## src/rtl/unidade_controle.sv

```systemverilog
// unidade_controle: fetch/decode/execute sequencer driving the ULA and owning a 4x8 register file.
// Optional feature: define UC_BRANCH_ZERO_EN to turn op 1110 into BEQZ (branch when reg[ra]==0).
module unidade_controle #(
  parameter int PC_WIDTH    = 8,
  parameter int ALU_LATENCY = 1
) (
  input  logic                clock,
  input  logic                reset_n,
  input  logic                start,
  output logic                instr_req,
  output logic [PC_WIDTH-1:0] instr_addr,
  input  logic                instr_valid,
  input  logic [15:0]         instr_data,
  output logic [7:0]          a,
  output logic [7:0]          b,
  output logic [3:0]          opcode,
  output logic [3:0]          endereco,
  output logic                enable,
  input  logic [7:0]          saidaULA,
  output logic                busy,
  output logic                halted,
  input  logic [1:0]          dbg_sel,
  output logic [7:0]          dbg_data,
  output logic [2:0]          dbg_state
);

  // Handshake: an instruction is accepted on a rising edge where instr_req and
  // instr_valid are both high; instr_valid is ignored whenever instr_req is low.
  typedef enum logic [2:0] {IDLE, FETCH, DECODE, EXEC, WAIT, WB, HALT} state_t;

  localparam logic [7:0] WAIT_INIT = 8'(ALU_LATENCY - 2);

  state_t              state;
  logic [PC_WIDTH-1:0] pc;
  logic [15:0]         ir;
  logic [7:0]          regs [4];
  logic [7:0]          wait_cnt;

  logic [3:0]          ir_op;
  logic [1:0]          ir_rd, ir_ra, ir_rb;
  logic [7:0]          ir_imm;
  logic [PC_WIDTH-1:0] pc_next;
  logic [PC_WIDTH-1:0] jmp_target;

  assign ir_op      = ir[15:12];
  assign ir_rd      = ir[11:10];
  assign ir_ra      = ir[9:8];
  assign ir_rb      = ir[7:6];
  assign ir_imm     = ir[7:0];
  assign pc_next    = pc + PC_WIDTH'(1);
  assign instr_addr = pc;
  assign dbg_data   = regs[dbg_sel];
  assign dbg_state  = state;

`ifdef UC_BRANCH_ZERO_EN
  assign jmp_target = (regs[ir_ra] == 8'd0) ? PC_WIDTH'(ir_imm) : pc_next;
`else
  assign jmp_target = PC_WIDTH'(ir_imm);
`endif

  // Outputs are registered, so each transition also sets the outputs of the state it enters.
  always_ff @(posedge clock) begin
    if (!reset_n) begin
      state     <= IDLE;
      pc        <= '0;
      ir        <= '0;
      wait_cnt  <= '0;
      for (int i = 0; i < 4; i++) regs[i] <= '0;
      instr_req <= 1'b0;
      a         <= '0;
      b         <= '0;
      opcode    <= '0;
      endereco  <= '0;
      enable    <= 1'b0;
      busy      <= 1'b0;
      halted    <= 1'b0;
    end else begin
      case (state)
        IDLE: begin
          if (start) begin
            state     <= FETCH;
            instr_req <= 1'b1;
            busy      <= 1'b1;
          end
        end
        FETCH: begin
          if (instr_valid) begin
            ir        <= instr_data;
            instr_req <= 1'b0;
            state     <= DECODE;
          end
        end
        DECODE: begin
          if (ir_op <= 4'hC) begin
            // Operands are sampled here, so rd may alias ra/rb safely.
            a        <= regs[ir_ra];
            b        <= regs[ir_rb];
            opcode   <= ir_op;
            endereco <= ir[3:0];
            enable   <= 1'b1;
            state    <= EXEC;
          end else if (ir_op == 4'hD) begin
            regs[ir_rd] <= ir_imm;
            pc          <= pc_next;
            instr_req   <= 1'b1;
            state       <= FETCH;
          end else if (ir_op == 4'hE) begin
            pc        <= jmp_target;
            instr_req <= 1'b1;
            state     <= FETCH;
          end else begin
            busy   <= 1'b0;
            halted <= 1'b1;
            state  <= HALT;
          end
        end
        EXEC: begin
          enable   <= 1'b0;
          wait_cnt <= WAIT_INIT;
          if (ALU_LATENCY == 1) state <= WB;
          else                  state <= WAIT;
        end
        WAIT: begin
          if (wait_cnt == 8'd0) state <= WB;
          else                  wait_cnt <= wait_cnt - 8'd1;
        end
        WB: begin
          if (ir_op != 4'hC) regs[ir_rd] <= saidaULA;
          pc        <= pc_next;
          instr_req <= 1'b1;
          state     <= FETCH;
        end
        HALT: begin
          state <= HALT;
        end
        default: state <= IDLE;
      endcase
    end
  end

endmodule
```

## config.mk

```make
export PLATFORM = sky130hd
export DESIGN_NAME = unidade_controle
export DESIGN_NICKNAME = d
export VERILOG_FILES = /design/src/rtl/unidade_controle.sv
export SDC_FILE = /design/constraint.sdc
export NUM_CORES = 1
export LEC_CHECK = 0
export ABC_AREA = 1
export CAP_MARGIN = 20
export CELL_PAD_IN_SITES_DETAIL_PLACEMENT = 0
export CELL_PAD_IN_SITES_GLOBAL_PLACEMENT = 2
export CORE_ASPECT_RATIO = 0.6
export CORE_MARGIN = 2
export CORE_UTILIZATION = 32
export CTS_BUF_LIST = sky130_fd_sc_hd__clkbuf_4
export CTS_CLUSTER_DIAMETER = 60
export CTS_CLUSTER_SIZE = 14
export DETAILED_ROUTE_END_ITERATION = 7
export GPL_TIMING_DRIVEN = 1
export PLACE_DENSITY = 0.93
export SLEW_MARGIN = 20
export SYNTH_ARGS = -nofsm -noshare
export SYNTH_HDL_FRONTEND = slang
export SYNTH_SLANG_ARGS = --single-unit
```

## constraint.sdc

```tcl
create_clock -name clock -period 2.45 [get_ports clock]
set_clock_uncertainty 0.05 [all_clocks]
set_input_delay 0.3675 -clock clock [delete_from_list [all_inputs] [get_ports clock]]
set_output_delay 0.3675 -clock clock [all_outputs]
set_load 0.1 [all_outputs]
```

After elaboration in Yosys (flattened, before gate mapping)
Memories as Yosys holds them, arrays and structs flattened. A register that Yosys moved wholly into a read port is not among the register bits.
Index checks and enable logic that the tools add are counted.
Widths: inputs -> output; s select.
- memories kept: 1
- word-level logic and storage cells: 94
- memory bits (writable): 32
- output and inout port bits: 47
- flip-flop bits (word level): 47
- memory bits (read-only): 0
- latch bits: 0
- memory list (memory ; depth ; width ; read ports ; clocked after Yosys merged registers in ; write ports ; RTL line ; RTL):
    regs ; 4 ; 8 ; 3 ; 2 ; 4 ; 36 ; logic [7:0] regs [4];
- order comparisons: 1
- shift-type cells: 0
- bitwise operators: 4
- div/mod/pow operators: 0
- add/subtract/negate cells: 2
- equality and inequality tests: 18
- reduce and logical (&&, ||, !) cells: 19
- muxes and demuxes: 39
- multipliers: 0
- operators with widths (kind ; count):
    $mux 8 ; 6
    $pmux 8 s2 ; 2
    $pmux 3 s7 ; 1
    $mux 1 ; 20
    $mux 3 ; 6
    $ne 2x2->1 const B ; 8
    $reduce_and 5->1 ; 2
    $eq 3x3->1 const B ; 3
    $add 8x1->8 const B ; 1
    $eq 4x4->1 const B ; 2
    $logic_not 8->1 ; 1
    $reduce_and 2->1 ; 4
    $reduce_bool 2->1 ; 4
    $reduce_or 8->1 ; 1
    $sub 8x1->8 const B ; 1
    $eq 3x2->1 const B ; 2
    $reduce_and 3->1 ; 2
    $le 4x4->1 const B ; 1
    $ne 4x4->1 const B ; 1
    $pmux 1 s2 ; 2
    $pmux 1 s4 ; 1
    $reduce_and 4->1 ; 1
    $reduce_bool 4->1 ; 1
    $eq 3x1->1 const B ; 1
    other kinds (6) ; 9

Longest topological paths before layout
Gate-level depths: netlist of the first run.
- word-level depth: 9
- depth in mapped cells: 10
- mapped depth without buffers: 10

Worst setup path before layout of the first run
No wires, ideal clock.
- kind: input port to output port
- start: input port dbg_sel[0]
- end: output port dbg_data[6]
- buffers on the path: 2
- data arrival time: 2.466 ns
- path slack: -0.433 ns
- data required time: 2.033 ns
- stages: 5
- path through: buf_2 inv_1 clkbuf_1 a21oi_1 a21oi_1
- word-level cells in the longest chain between the ends: 1
- RTL lines (what ; RTL line ; RTL):
    start: declaration ; 22 ; input logic [1:0] dbg_sel,
    $mem_v2 4x8 ; - ;
    end: declaration ; 23 ; output logic [7:0] dbg_data,
Every way passes these cells.

Worst setup path after layout of the first run
- start: input port dbg_sel[0]
- end: output port dbg_data[7]
Same word-level chain as after synthesis.

==> metrics.md, run 1 <==
| Metric | Value |
|---|---|
| GPL Wtd Cong | ~0.88 |
| Post-CTS Resized | 0 |
| Worst reg2reg path depth | 8 |
| H-tree Lvls | 3 |
| Setup Fix Bufs, Post-CTS | 0 |
| Top cells by area, synth | dfxtp_1, edfxtp_1, o21ai_0 |
| Period utilization | 92.01% |
| Layout net count | between 700 and 800 |
| DRC errors left | 0 |
| Minimum clock period | ~2.3 ns |
| Register area share after synthesis | a little under half |
| Final hold viol count | 0 |
| Yosys top cell area share | a little over a quarter |
| Area leader, netlist | dfxtp_1 |
| Hpwl dp | between 10000 and 15000 um |
| Lkg Pwr | approximately 2.2 nW |
| Core ar. | between 10000 and 15000 um2 |
| Die width | between 150 and 200 um |
| Drt total wl | between 10000 and 15000 um |
| Worst-margin pin slew | about 0.71 ns |
| Pwr Density | approximately 710 nW/um2 |
| Worst rel slew slack | 52.76% |
| R2r setup slk | approximately 0.4 ns |
| Avg Cell Area, Syn | around 7.7 um2 |
| R2r startpoint | dbg_state[1] |
| Top Ports | between 70 and 80 |
| Layout cells sized above 1 | 15.25% |
| Die Y | 97.95 um |
| Total Power | approximately 4.1 mW |
| Max_cap viols | 0 |
| Port Buffer Count | 76 |
| Drt wl/cell | 16.31 um |
| Startpoint of the worst hold path | reset_n |
| DR vias | around 4.5k |
| TritonCTS Sinks | 95 |
| Kind of end point of the critical path | output pin |
| Post-Syn Instances | roughly 610 |
| Clk slew on worst S/H paths | approximately 0.15 ns |
| Hold path cells | 3 |
| Global-route wire length before repair | ~22000 um |
| CTS tree | done |
| Post-layout utilization of the core | about two fifths |
| Die footprint | 15730 um2 |
| Status | complete, no violations |
| CP Max Fanout | 24 |
| Netlist Area Pre-Place | 4707 um2 |
| Number of buffers created by CTS | 9 |
| Hold-critical path endpoint | wait_cnt[1] |
| Clk buf depth | 2 |
| Row cnt | 34 |
| RSZ-0062 raised after global routing | no |
| Vias in the first global route | 3999 |
| Initial antenna violation count | 1 |
| Initial Util | around 33% |
| Critical path class | in -> out |
| Hold Crit Class | in -> reg |
| Slew Limit Fails | 0 |
| Area growth, synth to finish | 23.79% |
| VDD IR-drop max | between 0.0003 and 0.0004 V |
| Post-synth cell types | 32 |
| Initial drt markers | about 460 |
| Critical Path Start Type | input pin |
| CTS Root Buffer Type | clkbuf_4 |
| Setup Slack @ Placement | around 0.23 ns |
| Worst-Skew Late Latency | around 0.46 ns |
| TNS Setup | 0 ns |
| Syn Nets | 646 |
| Synth warn | 0 |
| Antenna Violating Nets Remaining | 0 |
| Post-synthesis register bit count | 95 |
| Reg-to-reg endpoint | regs[0][7] |
| F_max | 443.6 MHz |
| Post-place instance area | 5645 um2 |
| Hold_buf cts | 0 |
| Setup ws final | about 0.20 ns |
| Vias per cell | 5.087 |
| Final setup viols | 0 |
| GRT overflow | 0 |
| Drt first pass iters | 5 |
| GRT Util Overall | between 10% and 20% |
| CP Data Arrival Time | 1.84 ns |
| Final Instance Area | between 5000 and 6000 um2 |
| CP required | approximately 2 ns |
| Largest net degree at the start of global routing | between 40 and 50 |
## report_power, final
part	total, mW	leakage (nW)	switching [mW]	internal [mW]
sequential	1.86	0.843	0.119	1.74
clock	1.04	0.0977	0.533	0.511
combinational	1.23	1.29	0.905	0.328
total	4.14	2.23	1.56	2.58
## cell usage after synthesis
cell,instances
nand3_4,3
nand4_1,4
nor2_2,4
xnor2_1,1
buf_2,5
a31oi_1,18
nor3_1,3
xor2_1,5
buf_4,2
or2_2,1
a21oi_1,71
nand2_4,1
buf_1,1
inv_2,5
nor3b_1,1
clkbuf_1,22
o21ai_0,82
ha_1,3
clkinv_1,1
nor2_1,82
o211ai_1,16
nor2_4,2
dfxtp_1,63
inv_1,59
nand3_2,1
edfxtp_1,32
buf_6,1
o21ai_2,4
nand3_1,26
nand2_1,87
nand2_2,4
o21ai_1,3
## flip-flops by register name, summed over array words and instances, names as in the netlist, 3 cells and up
| name | flops |
|---|---|
| regs | 32 |
| ir | 16 |
| a | 8 |
| b | 8 |
| instr_addr | 8 |
| wait_cnt | 8 |
| endereco | 4 |
| opcode | 4 |
| dbg_state | 3 |
## worst max-delay path, stage by stage
cell	delay [ns]
clkdlybuf4s50_1	0.41
inv_1	0.44
o21ai_0	0.18
a21oi_1	0.19
a21oi_2	0.07
buf_12	0.17
## through the flow
step                      instances  hold slack [ns]
after global placement          864           0.3901
after floorplan                 613           0.3942
after CTS                       880           0.2599
after global routing            881           0.3027
final                           881           0.2958
after detailed placement        864           0.3978
## final cells by class
class / instances / area (um2)
clock inverter: 7 / 111.4
inverter: 65 / 244.0
clock buffer: 9 / 67.56
fill: 1461 / 8594
tap: 198 / 247.7
sequential: 95 / 2222
multi-input combinational: 422 / 2133
timing repair buffer: 84 / 798.3
antenna: 1 / 2.502
## how the worst max path moves through the flow
stage | cells after the start | slack [ns] | start | to
CTS | 6 | 0.20 | dbg_sel[0] | dbg_data[7]
global route | 6 | 0.06 | dbg_sel[0] | dbg_data[7]
finish | 6 | 0.20 | dbg_sel[0] | dbg_data[7]
global placement | 6 | 0.25 | dbg_sel[0] | dbg_data[7]
floorplan | 8 | 0.02 | dbg_state[0] | regs[0][0]
detailed placement | 6 | 0.23 | dbg_sel[0] | dbg_data[6]
## layer usage
metal	up-vias	global-route usage [%]	share of wire, %
met1	2116	29.52	53
met3	17	4.121	7.6
li1	2201	-	-
met2	148	24.40	38
met4	0	5.059	1.4
met5	-	0	0
## cells by family after synthesis
group / synth area share, %
AOI/OAI and AO/OA: 22.28
DFF: 47.21
adders and majority gates: 0.7975
and+or+nand+nor: 20.49
xor gates and xnor gates: 1.116
buffers and inverters: 8.107
## cell usage in the layout, fill, tap and decap left out
cell / Yosys / routed
bufinv_16: 0 / 3
clkinv_4: 0 / 1
nand3_2: 1 / 1
a21oi_2: 0 / 8
dfxtp_1: 63 / 63
ha_1: 3 / 3
xnor2_1: 1 / 1
clkinv_1: 1 / 2
o21ai_0: 82 / 82
inv_1: 59 / 59
diode_2: 0 / 1
xor2_1: 5 / 5
buf_4: 2 / 47
nand3_1: 26 / 26
o211ai_1: 16 / 16
nor2_2: 4 / 4
o21ai_1: 3 / 3
nor2_4: 2 / 2
inv_2: 5 / 6
buf_2: 5 / 1
nor2_1: 82 / 82
a31oi_1: 18 / 18
nand3_4: 3 / 3
o21ai_2: 4 / 4
a21oi_1: 71 / 63
nand2_1: 87 / 87
nand4_1: 4 / 4
nor3_1: 3 / 3
clkinv_2: 0 / 1
nand2_2: 4 / 4
clkbuf_4: 0 / 9
edfxtp_1: 32 / 32
clkdlybuf4s50_1: 0 / 28
or2_2: 1 / 1
nor3b_1: 1 / 1
buf_12: 0 / 8
nand2_4: 1 / 1
(Power assumes the default switching activity.)
==> run 2: changes to the inputs <==
--- a/config.mk
+++ b/config.mk
@@ -11,14 +11,15 @@
 export CELL_PAD_IN_SITES_GLOBAL_PLACEMENT = 2
 export CORE_ASPECT_RATIO = 0.6
 export CORE_MARGIN = 2
-export CORE_UTILIZATION = 32
-export CTS_BUF_LIST = sky130_fd_sc_hd__clkbuf_4
+export CORE_UTILIZATION = 31
+export CTS_BUF_LIST = sky130_fd_sc_hd__clkbuf_4 sky130_fd_sc_hd__clkbuf_8 sky130_fd_sc_hd__clkbuf_16
 export CTS_CLUSTER_DIAMETER = 60
 export CTS_CLUSTER_SIZE = 14
 export DETAILED_ROUTE_END_ITERATION = 7
 export GPL_TIMING_DRIVEN = 1
-export PLACE_DENSITY = 0.93
-export SLEW_MARGIN = 20
+export PLACE_DENSITY = 0.91
+export SKIP_LAST_GASP = 1
+export SLEW_MARGIN = 25
 export SYNTH_ARGS = -nofsm -noshare
 export SYNTH_HDL_FRONTEND = slang
 export SYNTH_SLANG_ARGS = --single-unit
==> run 2 against run 1 <==
  * Utilization increased by 0.13 points
  * Final cell count fell by 0.11%
  * Count of clock-buffer cells in the layout up 4
  * Non-clock buffer count unchanged
  * Critical path depth unchanged
  * Clock power is 38% higher
  * Largest cell class unchanged
  * Highest routed layer unchanged
==> metrics.md, run 2 (synthesis gave the netlist of run 1 again) <==
| Metric | Value |
|---|---|
| Die width | 163.1 um |
| F_max | approximately 440 MHz |
| Final setup viols | 0 |
| Setup Slack @ Placement | 0.1990 ns |
| Number of buffers created by CTS | 9 |
| WP buf/inv | 3 |
| Initial Util | between 30% and 40% |
| Total Power | ~4.5 mW |
| CTS Root Buffer Type | clkbuf_16 |
| TritonCTS Sinks | 95 |
| Critical Path Start Type | input pin |
| CTS tree | done |
| Area growth, synth to finish | 26.40% |
| Drt first pass iters | 7 |
| Die footprint | 16220 um2 |
| Clk slew on worst S/H paths | ~0.07 ns |
| GRT overflow | 0 |
| Commonest non-fill, non-tap cells in the layout | nand2_1, o21ai_0, nor2_1 |
| DRC errors left | 0 |
| Biggest register | regs |
| Antenna diode count | 0 |
| GPL Wtd Cong | 0.8826 |
| Post-layout utilization of the core | between 40% and 50% |
| Layout net count | 710 |
| Clk buf depth | 2 |
| Commonest non-fill, non-tap cell in the layout | nand2_1 |
| Setup ws final | approximately 0.18 ns |
| Drt wl/cell | roughly 17 um |
| Final hold viol count | 0 |
| Period utilization | between 90 and 100% |
| Max reg flops | 32 |
| CP Data Arrival Time | 1.85 ns |
| Worst rel slew slack | 51.33% |
| VDD IR-drop max | 0.0003032 V |
| Vias in the first global route | a little under 4k |
| Hpwl dp | 11160 um |
| Pwr Density | ~760 nW/um2 |
| Biggest regs | regs: 32 flops, ir: 16 flops |
| Status | complete, no violations |
| Drt total wl | ~15000 um |
| DR vias | 4367 |
| Port Buffer Count | 76 |
| Row cnt | 34 |
| Initial antenna violation count | 0 |
| Worst-margin pin slew | roughly 0.73 ns |
| Core ar. | 14680 um2 |
| CP required | 2.03 ns |
| CP Cell Sequence | clkdlybuf4s50_1 -> inv_1 -> o21ai_0 -> a21oi_1 -> a21oi_2 -> buf_12 |
| Final Instance Area | about 6000 um2 |
| H-tree Lvls | 3 |
| Slew Limit Fails | 0 |
| Antenna Violating Nets Remaining | 0 |
| Critical path class | in -> out |
| CP Max Fanout | 24 |
| Kind of end point of the critical path | output pin |
| GRT Util Overall | 18.08% |
| Top Ports | between 70 and 80 |
| Worst-Skew Late Latency | about 0.36 ns |
| RSZ-0062 raised after global routing | no |
| Max_cap viols | 0 |
| Slowest cell on the critical path | inv_1 |
| Delay-heaviest family, CP | buffers and inverters |
| TNS Setup | 0 ns |
| Post-place instance area | between 5000 and 6000 um2 |
| Post-CTS Resized | 0 |
| Layout cells sized above 1 | 15.40% |
| Minimum clock period | roughly 2.3 ns |
| Setup Fix Bufs, Post-CTS | 0 |
| Slowest cell delay on critical path | around 0.46 ns |
| Initial drt markers | around 330 |
| Hold Crit Class | in -> reg |
| Vias per cell | ~5 |
| Lkg Pwr | about 2.3 nW |
| Hold_buf cts | 0 |
| # fillers | approximately 1.5k |
| Global-route wire length before repair | about 22000 um |
| Largest net degree at the start of global routing | between 40 and 50 |
| Die Y | 99.45 um |
[run 2: area by class of cell]
class,instances,area [um2],share of cell area (%)
flip-flops and latches,95,2222,37.35
multi-input cells,422,2133,35.86
repair buffers,84,798.3,13.42
clock buffers,13,279.0,4.690
well taps,198,247.7,4.164
inverters,65,244.0,4.101
clock inverters,3,25.02,0.4206
[run 2: power by group]
part           leakage [nW]  switching, mW  internal [mW]
Combinational          1.29          0.909          0.328
Sequential            0.843          0.114           1.74
Clock                 0.148          0.627          0.805
[run 2: worst paths after layout]
path | start | to | slack [ns] | cells after the start
setup / recovery | dbg_sel[0] | dbg_data[2] | 0.18 | 6
hold / removal | reset_n | instr_req | 0.39 | 3
setup reg to reg | dbg_state[1] | regs[0][5] | 0.37 | 8
hold reg to reg | halted | halted | 0.41 | 2
[run 2: worst reg2reg max path, stage by stage (launching register included)]
cell and delay, ns:
dfxtp_1 0.52, inv_2 0.07, nor2_2 0.13, nand2_2 0.14
nor2_4 0.18, nand2_2 0.08, nand2_4 0.13, nand3_4 0.14
nand2_1 0.31
[run 2: routing by layer]
layer / GRT usage (%) / routed length [um]
met4: 4.357 / 191
met3: 4.879 / 985
met1: 29.05 / 7973
met5: 0 / 0
met2: 23.17 / 5405
[run 2: metrics by stage]
stage | instances | hold slack (ns)
after floorplan | 613 | 0.3942
after global routing | 880 | 0.3915
after detailed placement | 864 | 0.3948
after CTS | 880 | 0.3733
final | 880 | 0.3943
after global placement | 864 | 0.3925
